`src/rtl/mc_ctrl_fsm.sv`:
```
// Multi-cycle Moore control sequencer for the MIPS core.
// Steps each instruction through fetch/decode/exec/mem/wb.
module mc_ctrl_fsm (
  input  logic       clk,
  input  logic       reset,
  input  logic [5:0] OpCode,
  input  logic [5:0] func,
  input  logic       zero,
  input  logic       overflow,
  output logic       PCWrite,
  output logic       IRWrite,
  output logic       RegWrite,
  output logic       MemWrite,
  output logic       ALUSrc,
  output logic       Mem_to_Reg,
  output logic       nPC_sel,
  output logic       J,
  output logic       jal,
  output logic       jr,
  output logic [1:0] RegDst,
  output logic [1:0] Extop,
  output logic [2:0] ALUop,
  output logic [3:0] state,
  output logic       instr_done,
  output logic       illegal
);

  typedef enum logic [3:0] {
    S_FETCH   = 4'd0,
    S_DECODE  = 4'd1,
    S_EXE     = 4'd2,
    S_MEM_ADR = 4'd3,
    S_MEM_RD  = 4'd4,
    S_MEM_WB  = 4'd5,
    S_MEM_WR  = 4'd6,
    S_ALU_WB  = 4'd7,
    S_BRANCH  = 4'd8,
    S_JUMP    = 4'd9
  } state_t;

  localparam logic [5:0] OP_R    = 6'b000000;
  localparam logic [5:0] OP_ORI  = 6'b001101;
  localparam logic [5:0] OP_LUI  = 6'b001111;
  localparam logic [5:0] OP_ADDI = 6'b001000;
  localparam logic [5:0] OP_LW   = 6'b100011;
  localparam logic [5:0] OP_SW   = 6'b101011;
  localparam logic [5:0] OP_BEQ  = 6'b000100;
  localparam logic [5:0] OP_J    = 6'b000010;
  localparam logic [5:0] OP_JAL  = 6'b000011;
  localparam logic [5:0] FN_ADDU = 6'b100001;
  localparam logic [5:0] FN_SUBU = 6'b100011;
  localparam logic [5:0] FN_JR   = 6'b001000;

  state_t     r_state;
  state_t     w_next;
  logic [5:0] r_op;
  logic [5:0] r_fn;
  logic [5:0] w_op;
  logic [5:0] w_fn;
  logic       w_rtype;
  logic       w_addu;
  logic       w_subu;
  logic       w_jr;
  logic       w_ori;
  logic       w_lui;
  logic       w_addi;
  logic       w_lw;
  logic       w_sw;
  logic       w_beq;
  logic       w_j;
  logic       w_jal;

  // In DECODE use the live IR fields; afterwards the copy
  // latched at the end of DECODE.
  assign w_op = (r_state == S_DECODE) ? OpCode : r_op;
  assign w_fn = (r_state == S_DECODE) ? func   : r_fn;

  assign w_rtype = (w_op == OP_R);
  assign w_addu  = w_rtype && (w_fn == FN_ADDU);
  assign w_subu  = w_rtype && (w_fn == FN_SUBU);
  assign w_jr    = w_rtype && (w_fn == FN_JR);
  assign w_ori   = (w_op == OP_ORI);
  assign w_lui   = (w_op == OP_LUI);
  assign w_addi  = (w_op == OP_ADDI);
  assign w_lw    = (w_op == OP_LW);
  assign w_sw    = (w_op == OP_SW);
  assign w_beq   = (w_op == OP_BEQ);
  assign w_j     = (w_op == OP_J);
  assign w_jal   = (w_op == OP_JAL);

  assign state = r_state;

  // State register; instruction fields captured while in DECODE.
  always_ff @(posedge clk) begin
    if (reset) begin
      r_state <= S_FETCH;
      r_op    <= 6'd0;
      r_fn    <= 6'd0;
    end else begin
      r_state <= w_next;
      if (r_state == S_DECODE) begin
        r_op <= OpCode;
        r_fn <= func;
      end
    end
  end

  // Next-state and Moore outputs; reset masks every enable.
  always_comb begin
    w_next     = S_FETCH;
    PCWrite    = 1'b0;
    IRWrite    = 1'b0;
    RegWrite   = 1'b0;
    MemWrite   = 1'b0;
    ALUSrc     = 1'b0;
    Mem_to_Reg = 1'b0;
    nPC_sel    = 1'b0;
    J          = 1'b0;
    jal        = 1'b0;
    jr         = 1'b0;
    RegDst     = 2'b00;
    Extop      = 2'b00;
    ALUop      = 3'b000;
    instr_done = 1'b0;
    illegal    = 1'b0;
    case (r_state)
      S_FETCH: begin
        IRWrite = 1'b1;
        PCWrite = 1'b1;
        w_next  = S_DECODE;
      end
      S_DECODE: begin
        if (w_addu || w_subu || w_ori || w_lui || w_addi)
          w_next = S_EXE;
        else if (w_jr || w_j || w_jal)
          w_next = S_JUMP;
        else if (w_lw || w_sw)
          w_next = S_MEM_ADR;
        else if (w_beq)
          w_next = S_BRANCH;
        else begin
          w_next     = S_FETCH;
          illegal    = 1'b1;
          instr_done = 1'b1;
        end
      end
      S_EXE: begin
        w_next = S_ALU_WB;
        if (w_subu) begin
          ALUop = 3'b001;
        end else if (w_ori) begin
          ALUop  = 3'b010;
          ALUSrc = 1'b1;
        end else if (w_lui) begin
          ALUop  = 3'b010;
          ALUSrc = 1'b1;
          Extop  = 2'b10;
        end else if (w_addi) begin
          ALUSrc = 1'b1;
          Extop  = 2'b01;
        end
      end
      S_ALU_WB: begin
        RegWrite   = !(w_addi && overflow);
        RegDst     = w_rtype ? 2'b01 : 2'b00;
        instr_done = 1'b1;
      end
      S_MEM_ADR: begin
        ALUSrc = 1'b1;
        Extop  = 2'b01;
        w_next = w_sw ? S_MEM_WR : S_MEM_RD;
      end
      S_MEM_RD: begin
        w_next = S_MEM_WB;
      end
      S_MEM_WB: begin
        RegWrite   = 1'b1;
        Mem_to_Reg = 1'b1;
        instr_done = 1'b1;
      end
      S_MEM_WR: begin
        MemWrite   = 1'b1;
        instr_done = 1'b1;
      end
      S_BRANCH: begin
        ALUop      = 3'b001;
        nPC_sel    = 1'b1;
        PCWrite    = zero;
        instr_done = 1'b1;
      end
      S_JUMP: begin
        PCWrite    = 1'b1;
        instr_done = 1'b1;
        if (w_jal) begin
          J        = 1'b1;
          jal      = 1'b1;
          RegWrite = 1'b1;
          RegDst   = 2'b10;
        end else if (w_j) begin
          J = 1'b1;
        end else begin
          jr = 1'b1;
        end
      end
      default: begin
        w_next = S_FETCH;
      end
    endcase
    if (reset) begin
      PCWrite    = 1'b0;
      IRWrite    = 1'b0;
      RegWrite   = 1'b0;
      MemWrite   = 1'b0;
      ALUSrc     = 1'b0;
      Mem_to_Reg = 1'b0;
      nPC_sel    = 1'b0;
      J          = 1'b0;
      jal        = 1'b0;
      jr         = 1'b0;
      RegDst     = 2'b00;
      Extop      = 2'b00;
      ALUop      = 3'b000;
      instr_done = 1'b0;
      illegal    = 1'b0;
    end
  end

endmodule

```
`config.mk`:
```
export PLATFORM = sky130hd
export DESIGN_NAME = mc_ctrl_fsm
export DESIGN_NICKNAME = d
export VERILOG_FILES = /design/src/rtl/mc_ctrl_fsm.sv
export SDC_FILE = /design/constraint.sdc
export NUM_CORES = 1
export LEC_CHECK = 0
export CAP_MARGIN = 10
export CORE_MARGIN = 2
export CORE_UTILIZATION = 49
export DETAILED_ROUTE_END_ITERATION = 10
export PLACE_DENSITY = 0.85
export SLEW_MARGIN = 20
export SYNTH_ARGS = -nofsm -noshare
export SYNTH_HDL_FRONTEND = slang
export SYNTH_SLANG_ARGS = --single-unit
export TNS_END_PERCENT = 10
```
`constraint.sdc`:
```
create_clock -name clk -period 3.7 [get_ports clk]
set_clock_uncertainty 0.1 [all_clocks]
set_input_delay 0.74 -clock clk [delete_from_list [all_inputs] [get_ports clk]]
set_output_delay 0.74 -clock clk [all_outputs]
set_load 0.1 [all_outputs]
```
==> out/metrics.cfg <==
[sta]
min_period_ns = 3.57
finalHoldViolations = 0
setup_viol = 0
fin_tns_setup_ns = 0
fmax_ghz = 0.280
drv_slew = 0
finalWorstSetupSlack_ns = 0.129
min_period_over_period = 0.965
rsz0062_at_grt = no
worst_pin_slew_ns = 0.553
slew-limit-headroom = 0.631

[power_and_ir_drop]
vdd_drop_max_mv = 0.434
power.density_mw_per_mm2 = 416
p_leak_nw = 0.688

[layout]
synthToLayoutAreaGrowth_pct = 53.6
fin_util = 0.810
diodes = 0
drive_above_1_share = 0.240
nets = 218
fillers = 159

[critical_path]
path_class = reg2out
slowest_delay_ns = 0.68
critPathTopFamily = simple AND/OR/NAND/NOR gates
startpoint_type = flip-flop
crit_fanout = 13
path_cells = or4b_1 -> nand2_2 -> a221oi_1 -> a31oi_1 -> or2_2 -> buf_12
r2r_slack_ns = 1.40
critPathBufInv = 1
regToRegStartpoint = state[2]
worst_ep_required_time_ns = 2.86
setup.worst_path.end_class = primary output
cp_slowest_cell = dfxtp_1
reg2regPathDepth = 5
arrival_ns = 2.73
r2r_end = state[0]

[synthesis]
synth_area_mm2 = 0.00118
synth_edf_count = 0
ys_top_cells_by_count = nand2_1, nor2_1, a21oi_1, dfxtp_1, nor3_1
synthCells = 164
yosysSeqAreaShare = 0.272
synth-seq-cells = 16
synth_fp_nets = 180
yosys.area.top_type = dfxtp_1
ys_types = 44
async_flop_share = 0
synth_area_leaders = dfxtp_1, nand2_1, nor2_1, a21oi_1, nand4b_1
yosys.cell_count.top_type = nand2_1
syn_avg_cell_area_um2 = 7.18
ys_warn_count = 0
synthFlopType = dfxtp_1
netlist.area_leader.share = 0.272

[clock_network]
h-tree-depth = 1
clock-sinks = 16
cts.clk_slew.worst_paths_ns = 0.09
cts_made_buffers = 3
insertion_delay_ns = 0.30
cts_tree = done
postCtsHoldBufs = 0
cts_setup_buffers = 0
cts_max_path_buffers = 2
clockRootBuffer = clkbuf_4

[routing]
drt-vias-per-instance = 6.20
wl_per_cell_um = 16.1
ant_nets = 0
vias = 1414
routed_wirelength_um = 3670
firstDrtPassIters = 4
route.detailed.drc = 0
first_iter_violations = 94

[floorplanning]
coreArea_mm2 = 0.00223
die_y_um = 53.0
ios = 39
dieArea_mm2 = 0.00281
rows = 17
die_w_um = 53.0
initial_utilization = 0.527

[place]
dp.final_hpwl_um = 2930
port_buffers = 37
place_ws_ns = 0.240
gp_congestion = 0.889

[min_path]
min_from = r_fn[4]
hold_class = reg2reg
hold_depth = 2
worstHoldEndpoint = r_fn[4]

[global_route]
antenna_found_initial = 0
grt.total_usage = 0.289
grt_pass1_vias = 1326
grt_max_degree = 17
grt_pass1_wl_um = 5890
grt_overflow = 0

[run_status]
status = completed

[flow_run]
drv_cap = 0

-- layout make-up --
cell class	count	area (µm²)	area share
Inverter	1	3.75	0.00208
Timing Repair Buffer	44	593	0.328
Clock buffer	3	22.5	0.0125
Tap cell	28	35.0	0.0194
Multi-Input combinational cell	136	832	0.460
Sequential cell	16	322	0.178
-- registers in the layout (all words and copies together), names as in the netlist --
| register | count |
|---|---|
| r_fn | 6 |
| r_op | 6 |
| state | 4 |
-- routing by layer --
metal,wire [µm],share of wire,global-route usage
met1,1350,0.37,0.337
met3,343,0.093,0.0480
met2,1930,0.53,0.517
met5,0,0,0
met4,45,0.012,0.120
-- through the flow --
step / total power [W] / hold WS (ns) / std cells / instance area (µm²)
after CTS: 0.000749 / 0.363 / 228 / 1810
final: 0.000752 / 0.361 / 228 / 1810
after floorplan: 0.000528 / 0.336 / 164 / 1230
after detailed placement: 0.000653 / 0.350 / 225 / 1780
after global placement: 0.000639 / 0.345 / 225 / 1780
after global routing: 0.000788 / 0.392 / 228 / 1810
-- worst reg2reg max path: stages, from the launching register on --
cell and delay [ns]:
dfxtp_1 0.68, or4b_1 0.53, nand3_1 0.18, a21oi_1 0.45, o21ai_0 0.17, a21oi_1 0.13
-- placed cells by master (no fill, tap or decap), types with 2 or more instances in the layout --
cell type / Yosys / layout
a21o_1: 2 / 2
a21oi_1: 17 / 17
and3_1: 2 / 2
buf_12: 0 / 18
buf_4: 1 / 11
clkbuf_4: 0 / 3
clkdlybuf4s50_1: 0 / 15
dfxtp_1: 16 / 15
mux2i_1: 3 / 3
nand2_1: 30 / 30
nand2_2: 2 / 2
nand3_1: 5 / 5
nand4b_1: 4 / 4
nor2_1: 24 / 24
nor3_1: 7 / 4
nor3_2: 0 / 2
nor3b_1: 2 / 2
nor4_1: 4 / 2
nor4b_1: 3 / 2
o211a_1: 2 / 2
o21ai_0: 4 / 4
o22ai_1: 3 / 3
or2_2: 1 / 2
-- logic make-up (layout without fill, tap and decap cells) --
| family | Yosys count | count (layout) | share of synthesized area |
|---|---|---|---|
| AOI/OAI and AO/OA | 39 | 39 | 0.226 |
| buffers and inverters | 12 | 48 | 0.0627 |
| DFF | 16 | 16 | 0.272 |
| muxes | 4 | 4 | 0.0351 |
| other | 1 | 1 | 0.00319 |
| and+or+nand+nor | 92 | 92 | 0.401 |
-- what timing repair did --
action / 4_1_cts / 5_1_grt
endpoints found under the hold margin: 0 / 0
endpoints found under the setup margin: 0 / 1
resized for setup: 0 / 1
-- power by group --
part           switching (W)  internal [W]  leakage (nW)
combinational       0.000274      0.000149         0.543
sequential         0.0000379      0.000193         0.131
clock              0.0000590     0.0000380        0.0138
-- how the worst max path moves through the flow --
| stage | cells past startpoint | from | to |
|---|---|---|---|
| after floorplan | 4 | state[0] | Extop[1] |
| after global placement | 7 | OpCode[0] | ALUop[0] |
| after detailed placement | 7 | OpCode[2] | RegWrite |
| after CTS | 6 | state[1] | RegWrite |
| after global routing | 6 | state[2] | RegWrite |
| final | 6 | state[2] | RegWrite |
Note: power is estimated with default switching activity, not from simulation.
